==> src/rtl/piso_serializer_if.sv <==
// piso_serializer_if: word handshake in, framed serial stream out
// master: word source and stream sink; slave: the serializer
// din/din_valid/din_ready: parallel word handshake
// sdo/sdo_valid/sof/done: serial bit, bit qualifier, first-bit and last-bit markers
interface piso_serializer_if #(
  parameter int WIDTH = 4
);
  logic [WIDTH-1:0] din;
  logic din_valid;
  logic din_ready;
  logic sdo;
  logic sdo_valid;
  logic sof;
  logic done;
  modport master (output din, din_valid, input din_ready, sdo, sdo_valid, sof, done);
  modport slave (input din, din_valid, output din_ready, sdo, sdo_valid, sof, done);
endinterface

==> src/rtl/piso_serializer.sv <==
// piso_serializer: parallel-in serial-out transmitter, LSB first, with sof/done frame markers
// clk: rising-edge clock; reset_n: asynchronous active-low reset
// bus (slave): din/din_valid/din_ready handshake in, sdo/sdo_valid/sof/done stream out
// PISO_PARITY_EN: appends an even-parity bit after the data bits
module piso_serializer #(
  parameter int WIDTH = 4,
  parameter int GAP_CYCLES = 0
) (
  input logic clk,
  input logic reset_n,
  piso_serializer_if.slave bus
);
`ifdef PISO_PARITY_EN
  localparam int N = WIDTH + 1;
`else
  localparam int N = WIDTH;
`endif
  localparam int CW = $clog2(WIDTH + 1);
  typedef enum logic [1:0] {IDLE, SHIFT, GAP} state_t;
  state_t state;
  logic [WIDTH-1:0] shreg;
  logic [CW-1:0] cnt;
  logic [7:0] gcnt;
  logic sdo_r, valid_r, sof_r, done_r, ready_r;
`ifdef PISO_PARITY_EN
  logic par;
`endif
  logic accept, last;
  // ready_r is only high in IDLE or on the last bit when streaming, so accept covers both load paths
  assign accept = bus.din_valid && ready_r;
  assign last = cnt == CW'(N - 1);
  assign bus.din_ready = ready_r;
  assign bus.sdo = sdo_r;
  assign bus.sdo_valid = valid_r;
  assign bus.sof = sof_r;
  assign bus.done = done_r;
  // shreg holds the bits still to be sent; the bit on sdo has already been moved out
  always_ff @(posedge clk or negedge reset_n)
    if (!reset_n) begin
      state <= IDLE;
      shreg <= '0;
      cnt <= '0;
      gcnt <= '0;
      sdo_r <= 1'b0;
      valid_r <= 1'b0;
      sof_r <= 1'b0;
      done_r <= 1'b0;
      ready_r <= 1'b1;
`ifdef PISO_PARITY_EN
      par <= 1'b0;
`endif
    end else if (accept) begin
      state <= SHIFT;
      shreg <= bus.din >> 1;
      cnt <= '0;
      sdo_r <= bus.din[0];
      valid_r <= 1'b1;
      sof_r <= 1'b1;
      done_r <= 1'b0;
      ready_r <= 1'b0;
`ifdef PISO_PARITY_EN
      par <= ^bus.din;
`endif
    end else if (state == SHIFT && !last) begin
      shreg <= shreg >> 1;
      cnt <= cnt + 1'b1;
`ifdef PISO_PARITY_EN
      sdo_r <= cnt == CW'(WIDTH - 1) ? par : shreg[0];
`else
      sdo_r <= shreg[0];
`endif
      sof_r <= 1'b0;
      done_r <= cnt == CW'(N - 2);
      ready_r <= GAP_CYCLES == 0 && cnt == CW'(N - 2);
    end else if (state == SHIFT) begin
      state <= GAP_CYCLES > 0 ? GAP : IDLE;
      gcnt <= '0;
      sdo_r <= 1'b0;
      valid_r <= 1'b0;
      sof_r <= 1'b0;
      done_r <= 1'b0;
      ready_r <= GAP_CYCLES == 0;
    end else if (state == GAP) begin
      gcnt <= gcnt + 1'b1;
      state <= gcnt == 8'(GAP_CYCLES - 1) ? IDLE : GAP;
      ready_r <= gcnt == 8'(GAP_CYCLES - 1);
    end
endmodule

==> src/flat_wrapper.sv <==
// flat-port wrapper written by rule: the top's interface ports become plain ports
module piso_serializer_flat 
#(
  parameter int WIDTH = 4,
  parameter int GAP_CYCLES = 0
)
  (clk, reset_n, bus_din, bus_din_valid, bus_din_ready, bus_sdo, bus_sdo_valid, bus_sof, bus_done);
  piso_serializer_if #(.WIDTH(WIDTH)) bus_i ();
  input logic clk;
  input logic reset_n;
  input wire logic [$bits(bus_i.din)-1:0] bus_din;
  input wire logic [$bits(bus_i.din_valid)-1:0] bus_din_valid;
  output wire logic [$bits(bus_i.din_ready)-1:0] bus_din_ready;
  output wire logic [$bits(bus_i.sdo)-1:0] bus_sdo;
  output wire logic [$bits(bus_i.sdo_valid)-1:0] bus_sdo_valid;
  output wire logic [$bits(bus_i.sof)-1:0] bus_sof;
  output wire logic [$bits(bus_i.done)-1:0] bus_done;
  assign bus_i.din = bus_din;
  assign bus_i.din_valid = bus_din_valid;
  assign bus_din_ready = bus_i.din_ready;
  assign bus_sdo = bus_i.sdo;
  assign bus_sdo_valid = bus_i.sdo_valid;
  assign bus_sof = bus_i.sof;
  assign bus_done = bus_i.done;
  piso_serializer #(.WIDTH(WIDTH), .GAP_CYCLES(GAP_CYCLES)) u_core (.clk(clk), .reset_n(reset_n), .bus(bus_i));
endmodule
==> config.mk <==
export PLATFORM = sky130hd
export DESIGN_NAME = piso_serializer_flat
export DESIGN_NICKNAME = d
export VERILOG_FILES = /design/src/rtl/piso_serializer_if.sv /design/src/rtl/piso_serializer.sv /design/src/flat_wrapper.sv
export SDC_FILE = /design/constraint.sdc
export NUM_CORES = 1
export LEC_CHECK = 0
export ABC_AREA = 1
export ABC_CLOCK_PERIOD_IN_PS = 1800
export BUFFER_PORTS_ARGS = -buffer_cell sky130_fd_sc_hd__buf_2
export CORE_MARGIN = 10
export CORE_UTILIZATION = 35
export CTS_BUF_LIST = sky130_fd_sc_hd__clkbuf_4 sky130_fd_sc_hd__clkbuf_8
export DETAILED_ROUTE_END_ITERATION = 6
export PLACE_DENSITY_LB_ADDON = 0.25
export SLEW_MARGIN = 25
export SYNTH_ARGS = -nofsm -noshare
export SYNTH_HDL_FRONTEND = slang
export SYNTH_SLANG_ARGS = --single-unit
==> constraint.sdc <==
create_clock -name clk -period 1.8 [get_ports clk]
set_input_delay 0.18 -clock clk [delete_from_list [all_inputs] [get_ports clk]]
set_output_delay 0.18 -clock clk [all_outputs]
set_load 0.02 [all_outputs]
### Word-level counts from Yosys, hierarchy flattened

Cells that the tools add are included.

* flip-flop bits (word level): 22
* word-level logic and storage cells: 55
* output and inout bits: 5
* input port bits: 7

* add/sub/neg operators: 2
* bitwise logic cells: 2
* multiplexer cells: 24
* eq/ne operators: 6
* reductions and logical operators: 12

Operators with widths (count)
* two-way mux 8 bit: 2
* two-way mux 1 bit: 13
* two-way mux 2 bit: 5
* adder 8 x 1 -> 8 bit, second input constant: 1
* equality test 8 bit, second input constant: 1
* two-way mux 4 bit: 2
* equality test 3 x 2 -> 1 bit, second input constant: 2
* two-way mux 3 bit: 2
* nonzero test 2 bit: 3
* nonzero test 3 bit: 2
* AND reduction 2 bit: 2
* nonzero test 4 bit: 1
* adder 3 x 1 -> 3 bit, second input constant: 1
* AND reduction 3 bit: 1
* equality test 2 x 1 -> 1 bit, second input constant: 1
* equality test 2 bit, second input constant: 1
* logical AND 1 bit: 2
* inequality test 2 x 1 -> 1 bit, second input constant: 1
* inverter 1 bit: 2
* zero test 1 bit: 1

### Longest topological paths before layout

* word-level depth: 6
* gate-level depth with buffers: 10
* gate-level depth less buffers: 9

### Least setup slack after synthesis

Ideal clock, no wire load.

* kind: register to register
* start: register u_core.cnt[1]
* end: register u_core.gcnt[4]
* library setup time: 119 ps
* data required time: 1681 ps
* stages on the path, launching flop included: 10
* slack: 358 ps
* clock period less this slack: 1442 ps
* path buffers: 1
* arrival: 1323 ps
* path through: dfrtp_1 ha_1 ha_1 inv_1 nand2_4 nand3_4 inv_2 buf_6 a21oi_1 nor2_1

* word-level cells in the longest chain between the ends: 5

RTL lines
* start, declared: RTL line piso_serializer.sv:22 `logic [CW-1:0] cnt;`
* start signal, assigned: RTL line piso_serializer.sv:66 `cnt <= cnt + 1'b1;`
* equality test 3 x 2 -> 1 bit: RTL line piso_serializer.sv:31 `assign last = cnt == CW'(N - 1);`
* zero test 1 bit: RTL line piso_serializer.sv:64 `end else if (state == SHIFT && !last) begin`
* logical AND 1 bit: RTL line piso_serializer.sv:64
* inverter 1 bit (no source line)
* AND reduction 3 bit (no source line)
* end signal, assigned: RTL line piso_serializer.sv:84 `gcnt <= gcnt + 1'b1;`
* end, declared: RTL line piso_serializer.sv:23 `logic [7:0] gcnt;`

No other way between the ends.
A chain may end at the register's enable or synchronous reset.

### Worst setup path after layout

* start: register u_core.cnt[1]
* end: register u_core.gcnt[3]

Same word-level chain as after synthesis.

==> run_results.csv <==
group,metric,value,unit
grt,grt_usage,0.0801,
die,start_util,0.364,
critical_path,required,2040,ps
timing,fin_skew,1.57,ps
final_layout,mostFrequentLayoutCells,"nand2_1, dfrtp_1, inv_1",
timing,min_period,1580,ps
synthesis,synth_top_family_by_area,"simple AND/OR/NAND/NOR gates",
critical_path,cp_max_fo,11,
pwr,vdd_drop_max,0.304,mV
route,dr.pass1.iters,6,
placement,place_ws,242,ps
grt,grt_pass1_wl,3960,µm
final_layout,fin_util,0.409,
critical_path,cp-start-kind,"register",
synthesis,synth_seq_cells,21,
final_layout,final_common_cell,"nand2_1",
critical_path,crit_type,"register to register",
synthesis,synthMuxAreaShare,0,
placement,routabilityCongestion,0.806,
route,first_iter_violations,35,
placement,hpwlAfterDp,1720,µm
route,finalWirelength,2260,µm
timing,finalHoldViolations,0,
timing,rsz0062_at_grt,"no",
critical_path,crit_family,"simple AND/OR/NAND/NOR gates",
synthesis,synth_simple_gate_area_share,0.290,
run_status,outcome,"completed",
clocking,root_buffer,"clkbuf_4",
timing,drv_slew,0,
critical_path,crit_path_max_incr_delay,420,ps
timing,setup_viol,0,
route,vias_per_cell,4.53,
synthesis,synth_xor_area_frac,0,
clocking,cts.sinks,21,
critical_path,arrival,1820,ps
synthesis,synth.distinct_cells,20,
route,num_vias,878,
synthesis,synth_nets,147,
route,wl_per_cell,11.6,µm
grt,grt_pass1_vias,872,
die,die_area,5790,µm²
final_layout,area_growth,12.4,%
clocking,worstSkewPairLatency,300,ps
critical_path,worst-path-buf-inv,2,
flow_run,maxCapViolations,0,
critical_path,regToRegSetupSlack,220,ps
pwr,powerDensity,585,nW/µm²
route,ant_nets,0,
final_layout,layout.nets,163,
die,core_area,3030,µm²
die,rows,20,
final_layout,n_fill_cell,312,
synthesis,synth_warnings,0,
clocking,clk_path_buf_depth,2,
grt,antenna_found_initial,0,
timing,period_share,0.878,
synthesis,yosysSeqAreaShare,0.478,
die,die_w,76.1,µm
synthesis,synth_compound_area_frac,0.0966,
critical_path,cp_slowest_cell,"dfrtp_1",
clocking,cts_resized,0,
timing,fin_hold_ws,78.5,ps
synthesis,synth_adder_area_share,0.0568,
timing,slew_headroom,0.679,
clocking,cts_tree,"done",
critical_path,critPathCaptureType,"register",
grt,grt_overflow,0,
placement,port_buffers,11,
min_path,hold_class,"input pin to register",
route,drcViolationCount,0,
clocking,cts_max_level,1,
final_layout,antenna_cells,0,
clocking,clkSlewWorstSetupHoldPaths,120,ps
timing,tns,0,ps
timing,max_freq,633,MHz
die,top_level_ports,12,
synthesis,postSynthAreaPerCell,8.16,µm²
grt,grt_start_max_net_pins,22,
timing,worst_slack,220,ps
synthesis,syn_area,1100,µm²
synthesis,syn_inst,135,
timing,worst_slew_pin_slew,482,ps
critical_path,cp_cell_sequence,"ha_1 > ha_1 > inv_1 > nand2_4 > nand3_4 > inv_2 > nand2_1 > nand2_1 > nor2_1",
die,die_height,76.1,µm
clocking,cts_buffers,3,
pwr,p_leak,0.639,nW
final_layout,drive_above_1_share,0.153,
Yosys cell counts, drive strengths merged:
master	n	area [µm²]
clkinv	1	3.75
nand3	13	87.6
o21ai	11	55.1
nor2	11	48.8
inv	19	71.3
o211ai	1	7.51
a21oi	6	30.0
nand2	43	176
ha	5	62.6
dfstp	1	26.3
dfrtp	20	500
a22oi	1	7.51
buf	1	11.3
o22ai	1	6.26
nand4	1	6.26
final cells by class:
class	count	area, µm²	area share
repair buffers	12	65.1	0.0526
well taps	44	55.1	0.0445
multi-input cells	93	488	0.394
inverters	20	75.1	0.0607
flip-flops and latches	21	527	0.426
clock buffers	3	22.5	0.0182
clock inverters	1	5.00	0.00404
worst paths after layout:
check	from	endpoint	depth (start not counted)
max	u_core.cnt[1]	u_core.gcnt[3]	9
min	bus_din[3]	u_core.shreg[2]	3
max reg2reg	u_core.cnt[1]	u_core.gcnt[3]	9
min reg2reg	u_core.bus.sdo_valid	u_core.bus.sdo_valid	2
max in group asynchronous	reset_n	u_core.bus.din_ready	2
min in group asynchronous	reset_n	u_core.gcnt[5]	2
flip-flops by register name (all words and copies together), names as in the netlist:
| signal | cells |
|---|---|
| u_core.bus.din_ready | 1 |
| u_core.bus.done | 1 |
| u_core.bus.sdo | 1 |
| u_core.bus.sdo_valid | 1 |
| u_core.bus.sof | 1 |
| u_core.cnt | 3 |
| u_core.gcnt | 8 |
| u_core.shreg | 3 |
| u_core.state | 2 |
worst reg2reg max path: stages, from the launching register on:
cell and delay, ps:
dfrtp_1 420, ha_1 200, ha_1 210, inv_1 90, nand2_4 80, nand3_4 120, inv_2 110, nand2_1 130
nand2_1 60, nor2_1 100
per-stage QoR:
stage	instance area, µm²	std cells	power (mW)
4_1_cts	1240	194	0.735
6_report	1240	194	0.723
5_1_grt	1240	194	0.765
3_5_place_dp	1200	189	0.497
2_1_floorplan	1100	135	0.481
3_3_place_gp	1200	189	0.497
where the power goes:
part / internal [mW] / switching, mW
sequential: 0.472 / 0
clock: 0.0829 / 0.151
combinational: 0.00596 / 0.0113
cells by family after synthesis:
| family | Yosys count |
|---|---|
| AND/OR/NAND/NOR | 68 |
| AO/OA/AOI/OAI | 20 |
| adder cells (fa/ha/maj) | 5 |
| flip-flops | 21 |
| buffers and inverters | 21 |
routing by layer:
metal  GRT usage  part of all wire  wire length (µm)
met1      0.0947              0.47              1050
met2       0.137              0.49              1110
met3      0.0307             0.039                88
met4      0.0112            0.0040                 9
met5           0                 0                 0
what timing repair did:
item | CTS | global route
hold endpoints to repair | 20 | 0
setup buffers | 0 | 0
hold buffers | 1 | 0
Note: power is estimated with default switching activity, not from simulation.
